==> src/rtl/pixel_packer_if.sv <==
// pixel_packer_if
// Groups the frame control, byte-stream input and pixel output of pixel_packer.
//   start       frame start request (only looked at while the packer is idle)
//   img_width   pixels per row, captured when a start is accepted
//   img_height  rows per frame, captured when a start is accepted
//   in_valid    in_data carries a BMP pixel-array byte
//   in_data     BMP pixel-array byte, file order
//   in_ready    packer takes the byte this cycle when in_valid is also high
//   out_en      one-cycle strobe: out_data holds a freshly packed pixel
//   out_data    packed pixel, first file byte in the least significant byte
//   row_done    one-cycle pulse after the last byte of a row (padding included)
//   frame_done  one-cycle pulse at the end of the frame
// The master modport is the side that feeds bytes; the slave is the packer.
interface pixel_packer_if #(
    parameter int PIXEL_SIZE   = 24,
    parameter int CHANNEL_SIZE = 8,
    parameter int DIM_BITS     = 12
);
    logic                    start;
    logic [DIM_BITS-1:0]     img_width;
    logic [DIM_BITS-1:0]     img_height;
    logic                    in_valid;
    logic [CHANNEL_SIZE-1:0] in_data;
    logic                    in_ready;
    logic                    out_en;
    logic [PIXEL_SIZE-1:0]   out_data;
    logic                    row_done;
    logic                    frame_done;

    modport master (
        output start, img_width, img_height, in_valid, in_data,
        input  in_ready, out_en, out_data, row_done, frame_done
    );

    modport slave (
        input  start, img_width, img_height, in_valid, in_data,
        output in_ready, out_en, out_data, row_done, frame_done
    );
endinterface

==> src/rtl/pixel_packer.sv <==
// pixel_packer
// Packs the byte stream of a BMP pixel array into whole pixels. Each row is
// img_width pixels of PIXEL_SIZE/CHANNEL_SIZE bytes, followed by
// (img_width mod 4) padding bytes that are consumed and dropped.
//   clk    single clock, rising edge
//   reset  synchronous, active-high; returns to idle and clears everything
//   bus    pixel_packer_if slave: start/dimensions, byte input, pixel output
module pixel_packer #(
    parameter int PIXEL_SIZE   = 24,
    parameter int CHANNEL_SIZE = 8,
    parameter int DIM_BITS     = 12
) (
    input  logic         clk,
    input  logic         reset,
    pixel_packer_if.slave bus
);
    localparam int SLOTS  = PIXEL_SIZE / CHANNEL_SIZE;
    localparam int SLOT_W = (SLOTS > 1) ? $clog2(SLOTS) : 1;
    localparam int BUF_W  = PIXEL_SIZE - CHANNEL_SIZE;

    typedef enum logic [1:0] {
        IDLE,
        PIXEL,
        PAD
    } state_t;

    state_t state, next_state;

    logic [DIM_BITS-1:0]   width_q;
    logic [DIM_BITS-1:0]   height_q;
    logic [DIM_BITS-1:0]   col;
    logic [DIM_BITS-1:0]   row;
    logic [SLOT_W-1:0]     slot;
    logic [1:0]            pad_cnt;
    logic [BUF_W-1:0]      pixel_buf;
    logic [PIXEL_SIZE-1:0] out_data_q;
    logic                  out_en_q;
    logic                  row_done_q;
    logic                  frame_done_q;
    logic                  ready;

    logic [1:0] pad_len;
    logic       accept;
    logic       last_slot;
    logic       last_col;
    logic       last_row;
    logic       last_pad;
    logic       dims_zero;

    // BMP rows are aligned to 4 bytes; with 3-byte pixels the pad is width mod 4.
    assign pad_len   = width_q[1:0];
    assign accept    = bus.in_valid && ready;
    assign last_slot = (slot == SLOT_W'(SLOTS - 1));
    assign last_col  = (col == width_q - 1'b1);
    assign last_row  = (row == height_q - 1'b1);
    assign last_pad  = (pad_cnt == pad_len - 2'd1);
    assign dims_zero = (bus.img_width == '0) || (bus.img_height == '0);

    always_ff @(posedge clk) begin
        if (reset)
            state <= IDLE;
        else
            state <= next_state;
    end

    always_comb begin
        next_state = state;
        ready      = 1'b0;
        case (state)
            IDLE: begin
                if (bus.start)
                    next_state = dims_zero ? IDLE : PIXEL;
            end
            PIXEL: begin
                ready = 1'b1;
                if (accept && last_slot && last_col) begin
                    if (pad_len != 2'd0)
                        next_state = PAD;
                    else
                        next_state = last_row ? IDLE : PIXEL;
                end
            end
            PAD: begin
                ready = 1'b1;
                if (accept && last_pad)
                    next_state = last_row ? IDLE : PIXEL;
            end
            default: next_state = IDLE;
        endcase
    end

    // Counters, byte buffer and registered output strobes. A partial pixel is
    // simply forgotten on reset because the slot counter restarts at zero.
    always_ff @(posedge clk) begin
        if (reset) begin
            width_q      <= '0;
            height_q     <= '0;
            col          <= '0;
            row          <= '0;
            slot         <= '0;
            pad_cnt      <= '0;
            pixel_buf    <= '0;
            out_data_q   <= '0;
            out_en_q     <= 1'b0;
            row_done_q   <= 1'b0;
            frame_done_q <= 1'b0;
        end else begin
            out_en_q     <= 1'b0;
            row_done_q   <= 1'b0;
            frame_done_q <= 1'b0;
            case (state)
                IDLE: begin
                    if (bus.start) begin
                        width_q  <= bus.img_width;
                        height_q <= bus.img_height;
                        col      <= '0;
                        row      <= '0;
                        slot     <= '0;
                        pad_cnt  <= '0;
                        if (dims_zero)
                            frame_done_q <= 1'b1;
                    end
                end
                PIXEL: begin
                    if (accept) begin
                        if (last_slot) begin
                            out_data_q <= {bus.in_data, pixel_buf};
                            out_en_q   <= 1'b1;
                            slot       <= '0;
                            if (last_col) begin
                                col <= '0;
                                if (pad_len == 2'd0) begin
                                    row_done_q <= 1'b1;
                                    if (last_row)
                                        frame_done_q <= 1'b1;
                                    else
                                        row <= row + 1'b1;
                                end
                            end else begin
                                col <= col + 1'b1;
                            end
                        end else begin
                            for (int k = 0; k < SLOTS - 1; k++) begin
                                if (slot == SLOT_W'(k))
                                    pixel_buf[k*CHANNEL_SIZE +: CHANNEL_SIZE] <= bus.in_data;
                            end
                            slot <= slot + 1'b1;
                        end
                    end
                end
                PAD: begin
                    if (accept) begin
                        if (last_pad) begin
                            pad_cnt    <= '0;
                            row_done_q <= 1'b1;
                            if (last_row)
                                frame_done_q <= 1'b1;
                            else
                                row <= row + 1'b1;
                        end else begin
                            pad_cnt <= pad_cnt + 2'd1;
                        end
                    end
                end
                default: ;
            endcase
        end
    end

    assign bus.in_ready   = ready;
    assign bus.out_en     = out_en_q;
    assign bus.out_data   = out_data_q;
    assign bus.row_done   = row_done_q;
    assign bus.frame_done = frame_done_q;
endmodule

==> src/flat_wrapper.sv <==
// flat-port wrapper written by rule: the top's interface ports become plain ports
module pixel_packer_flat 
#(
    parameter int PIXEL_SIZE   = 24,
    parameter int CHANNEL_SIZE = 8,
    parameter int DIM_BITS     = 12
)
  (clk, reset, bus_start, bus_img_width, bus_img_height, bus_in_valid, bus_in_data, bus_in_ready, bus_out_en, bus_out_data, bus_row_done, bus_frame_done);
  pixel_packer_if #(.PIXEL_SIZE(PIXEL_SIZE), .CHANNEL_SIZE(CHANNEL_SIZE), .DIM_BITS(DIM_BITS)) bus_i ();
  input  logic clk;
  input  logic reset;
  input wire logic [$bits(bus_i.start)-1:0] bus_start;
  input wire logic [$bits(bus_i.img_width)-1:0] bus_img_width;
  input wire logic [$bits(bus_i.img_height)-1:0] bus_img_height;
  input wire logic [$bits(bus_i.in_valid)-1:0] bus_in_valid;
  input wire logic [$bits(bus_i.in_data)-1:0] bus_in_data;
  output wire logic [$bits(bus_i.in_ready)-1:0] bus_in_ready;
  output wire logic [$bits(bus_i.out_en)-1:0] bus_out_en;
  output wire logic [$bits(bus_i.out_data)-1:0] bus_out_data;
  output wire logic [$bits(bus_i.row_done)-1:0] bus_row_done;
  output wire logic [$bits(bus_i.frame_done)-1:0] bus_frame_done;
  assign bus_i.start = bus_start;
  assign bus_i.img_width = bus_img_width;
  assign bus_i.img_height = bus_img_height;
  assign bus_i.in_valid = bus_in_valid;
  assign bus_i.in_data = bus_in_data;
  assign bus_in_ready = bus_i.in_ready;
  assign bus_out_en = bus_i.out_en;
  assign bus_out_data = bus_i.out_data;
  assign bus_row_done = bus_i.row_done;
  assign bus_frame_done = bus_i.frame_done;
  pixel_packer #(.PIXEL_SIZE(PIXEL_SIZE), .CHANNEL_SIZE(CHANNEL_SIZE), .DIM_BITS(DIM_BITS)) u_core (.clk(clk), .reset(reset), .bus(bus_i));
endmodule
==> config.mk <==
export PLATFORM = sky130hd
export DESIGN_NAME = pixel_packer_flat
export DESIGN_NICKNAME = d
export VERILOG_FILES = /design/src/rtl/pixel_packer_if.sv /design/src/rtl/pixel_packer.sv /design/src/flat_wrapper.sv
export SDC_FILE = /design/constraint.sdc
export NUM_CORES = 1
export LEC_CHECK = 0
export CAP_MARGIN = 20
export CORE_UTILIZATION = 45
export DETAILED_ROUTE_END_ITERATION = 8
export PLACE_DENSITY = 0.67
export SETUP_SLACK_MARGIN = 0.3
export SKIP_LAST_GASP = 1
export SLEW_MARGIN = 20
export SYNTH_ARGS = -nofsm -noshare
export SYNTH_HDL_FRONTEND = slang
export SYNTH_SLANG_ARGS = --single-unit
export TNS_END_PERCENT = 10
==> constraint.sdc <==
create_clock -name clk -period 3.25 [get_ports clk]
set_input_delay 0.325 -clock clk [delete_from_list [all_inputs] [get_ports clk]]
set_output_delay 0.325 -clock clk [all_outputs]
set_load 0.02 [all_outputs]
==> metrics.csv, run 1 <==
metric,value,unit
placed instance area,0.00559,sq mm
maximum capacitance violations,0,
Switching Share,35.7,%
RSZ-0062 raised after global routing,no,
number of CTS-inserted buffers,9,
CTS tree,built,
Fin. Hold Viols,0,
Worst slew margin,43.5,%
fraction of synthesis flops using an asynchronous set or reset pin,0,%
internal cell power,1.96,mW
pin count of the biggest net entering global routing,47,
vias in the first global route,4167,
measured slew at the worst slew-check pin,848,ps
clk slew on worst S/H paths,110,ps
Clock Power Share,25.6,%
synthesis warning total,0,
Hold WS,452,ps
insertion delay to the later sink of the worst-skew pair,370,ps
static leakage power,2.13,nW
Cells after Synth,602,
dominant delay contributor by cell family on the critical path,compound AO/OA/AOI/OAI gates,
time the final worst path needs with I/O delays and setup,2780,ps
Seq pwr share,44.1,%
worst IR drop on VDD,0.235,mV
gr ovfl total,0,
Net Switching,1.09,mW
synthesis-to-layout area growth,20.9,%
nature of the critical path startpoint,flop,
status,"complete, no violations",
Clock Skews,14.0,ps
post-route standard cell area excluding fillers,0.00586,sq mm
"flops & latches, synth",97,
"Largest stage delay, worst path",470,ps
Cells after DPL,783,
"Max stage delay cell, worst path",sky130_fd_sc_hd__or4_1,
Critical Path End Type,flop,
deepest clock path buffer count,2,
"crit path setup slack, layout",465,ps
"Seq/Total Area, Yosys",40.1,%
count of standard-cell rows,37,
ordered cell list for the critical path,inv_1 > ha_2 > nor2b_1 > or3_1 > a31oi_2 > o311ai_2 > o41a_2 > buf_12 > or4_1 > a21oi_1,
total via count after detailed routing,4421,
"EDFF count, synth",0,
post-detailed-routing wire length,11800,microns
cells taking the most area after synthesis,"sky130_fd_sc_hd__dfxtp_1 40%, sky130_fd_sc_hd__nand2_1 9.9%, sky130_fd_sc_hd__a21oi_1 6.6%",
root buffer selected by CTS,sky130_fd_sc_hd__clkbuf_8,
post-DR wirelength/cell,14.7,microns
number of levels in the clock H-tree,3,
number of nets in the layout,709,
maximum fanout along the worst path,6,
antenna cells,0,
fraction of layout instances using a drive strength above 1,7.32,%
type of the worst setup path,flop to flop,
Final Wtd Congestion,0.842,
reg-to-reg setup timing slack,470,ps
worst min-delay path class,flop to flop,
number of max-slew violations in the final report,0,
Core Box Area,0.0104,sq mm
number of clock sinks,97,
Synth Area per Inst,8.05,sq um
commonest register cell after synthesis,sky130_fd_sc_hd__dfxtp_1,
Setup Slack @ Placement,170,ps
Global Route Usage Sum,21.8,%
die area,0.0112,sq mm
"commonest cells after routing, fill and taps aside","128 x sky130_fd_sc_hd__nand2_1, 95 x sky130_fd_sc_hd__dfxtp_1, 64 x sky130_fd_sc_hd__a21oi_1, 62 x sky130_fd_sc_hd__clkdlybuf4s50_1, 50 x sky130_fd_sc_hd__nor2_1",
pwr dens,520,mW/mm^2
count of antenna-violating nets left after detailed routing,0,
Detailed Place HPWL,8690,microns
number of iterations in the first detailed-routing pass,5,
horizontal die dimension,106,microns
Setup TNS Final,0,ps
IO Count,64,
setup violators final,0,
final clock period utilization by the worst path,85.7,%
post-synth top area share,40.1,%
input/output buffers,63,
"most common cell after layout, fill and taps aside",sky130_fd_sc_hd__nand2_1,
first-pass GRT wire length,19700,microns
Via-to-Cell Ratio,5.49,
antenna violations before repair,0,
initial standard-cell utilization of the core,46.7,%
Max Fclk,359,MHz
Crit path arrival time,3090,ps
number of buffer and inverter instances along the worst setup path,2,
synth unique cells,54,
Syn Std Cell Area,0.00485,sq mm
Worst Path Required,3560,ps
Synthesized Nets,647,
starting DRC count in detailed routing,154,
DIE HEIGHT,106,microns
Non-Filler Instances,805,
fill cell count,987,
library cell occupying the most area in the post-synthesis netlist,sky130_fd_sc_hd__dfxtp_1,
# DRC,0,
combinational power share,30.3,%
[tightest hold or removal path: stages (launching register included)]
cell                      delay [ps]
sky130_fd_sc_hd__dfxtp_1         330
sky130_fd_sc_hd__nand2_1          50
sky130_fd_sc_hd__a21oi_1          50
[per-layer routing]
metal / GRT usage [%] / part of all wire [%] / up-vias
met5: 0 / 0 / -
met4: 6.65 / 1.6 / 0
met3: 4.89 / 6.6 / 14
met2: 36.3 / 47 / 128
met1: 28.1 / 45 / 2076
li1: - / - / 2203
[power by group through the flow]
stage          Sequential, mW  Combinational (mW)  Clock [mW]
4_1_cts                  1.34               0.911       0.794
3_3_place_gp             1.37               0.846           0
5_1_grt                  1.36                1.02       0.847
6_report                 1.34               0.924       0.779
2_1_floorplan            1.34               0.667           0
3_5_place_dp             1.37               0.866           0
[timing repair]
action	CTS	global route
setup endpoints to repair	11	12
setup buffers	3	3
pin swaps	1	2
resized for setup	7	1
hold buffers	0	0
[flip-flops by register name (all words and copies together) (netlist names)]
name                   cells
u_core.slot                2
u_core.bus.out_data       24
u_core.bus.frame_done      1
u_core.pad_cnt             2
u_core.height_q           12
u_core.pixel_buf          16
u_core.width_q            12
u_core.row                12
u_core.bus.row_done        1
u_core.state               2
u_core.col                12
u_core.bus.out_en          1
[synthesized netlist by cell type, types with 5 or more instances]
master	n
sky130_fd_sc_hd__nand2b_1	11
sky130_fd_sc_hd__and3_1	9
sky130_fd_sc_hd__nand3_1	15
sky130_fd_sc_hd__inv_1	14
sky130_fd_sc_hd__clkbuf_1	23
sky130_fd_sc_hd__xnor2_1	25
sky130_fd_sc_hd__o21ai_0	5
sky130_fd_sc_hd__nor2_1	50
sky130_fd_sc_hd__nand4_1	8
sky130_fd_sc_hd__nor4_1	19
sky130_fd_sc_hd__or3_1	5
sky130_fd_sc_hd__nor2b_1	7
sky130_fd_sc_hd__nand2_1	128
sky130_fd_sc_hd__nor3_1	11
sky130_fd_sc_hd__ha_1	9
sky130_fd_sc_hd__xor2_1	14
sky130_fd_sc_hd__mux2i_1	30
sky130_fd_sc_hd__a31oi_1	5
sky130_fd_sc_hd__a21oi_1	64
sky130_fd_sc_hd__dfxtp_1	97
[kinds of logic after synthesis]
| kind of cell | share of synthesized area [%] |
|---|---|
| AO/OA/AOI/OAI | 11.8 |
| XOR/XNOR | 7.05 |
| adder cells (fa/ha/maj) | 2.32 |
| buffers and inverters | 3.82 |
| flip-flops | 40.1 |
| multiplexers | 6.43 |
| AND/OR/NAND/NOR | 28.5 |
[stage by stage]
stage                     utilization (%)  total power [mW]
final                                56.5              3.05
after floorplan                         -              2.01
after global routing                 56.5              3.23
after CTS                            56.3              3.05
after global placement               53.9              2.21
after detailed placement             53.9              2.24
[layout make-up]
| class | count | area (sq um) | share of cell area (%) |
|---|---|---|---|
| well taps | 136 | 170 | 2.90 |
| clock buffers | 9 | 124 | 2.11 |
| flip-flops and latches | 97 | 1950 | 33.2 |
| multi-input cells | 463 | 2740 | 46.7 |
| clock inverters | 7 | 75.1 | 1.28 |
| inverters | 14 | 52.6 | 0.896 |
| repair buffers | 79 | 756 | 12.9 |
[worst paths after layout]
| check | startpoint | endpoint | cells past startpoint |
|---|---|---|---|
| max | u_core.width_q[0] | u_core.row[0] | 10 |
| min | u_core.pixel_buf[6] | u_core.bus.out_data[6] | 2 |
| max reg2reg | u_core.width_q[0] | u_core.row[0] | 10 |
| min reg2reg | u_core.pixel_buf[6] | u_core.bus.out_data[6] | 2 |
Note: power is estimated with default switching activity, not from simulation.
==> run 2: changes to the inputs <==
--- a/config.mk
+++ b/config.mk
@@ -15,4 +15,4 @@
 export SYNTH_ARGS = -nofsm -noshare
 export SYNTH_HDL_FRONTEND = slang
 export SYNTH_SLANG_ARGS = --single-unit
-export TNS_END_PERCENT = 10
+export TNS_END_PERCENT = 100
==> results of run 2 <==
The final DEF is identical to that of run 1; final timing and power are the same.
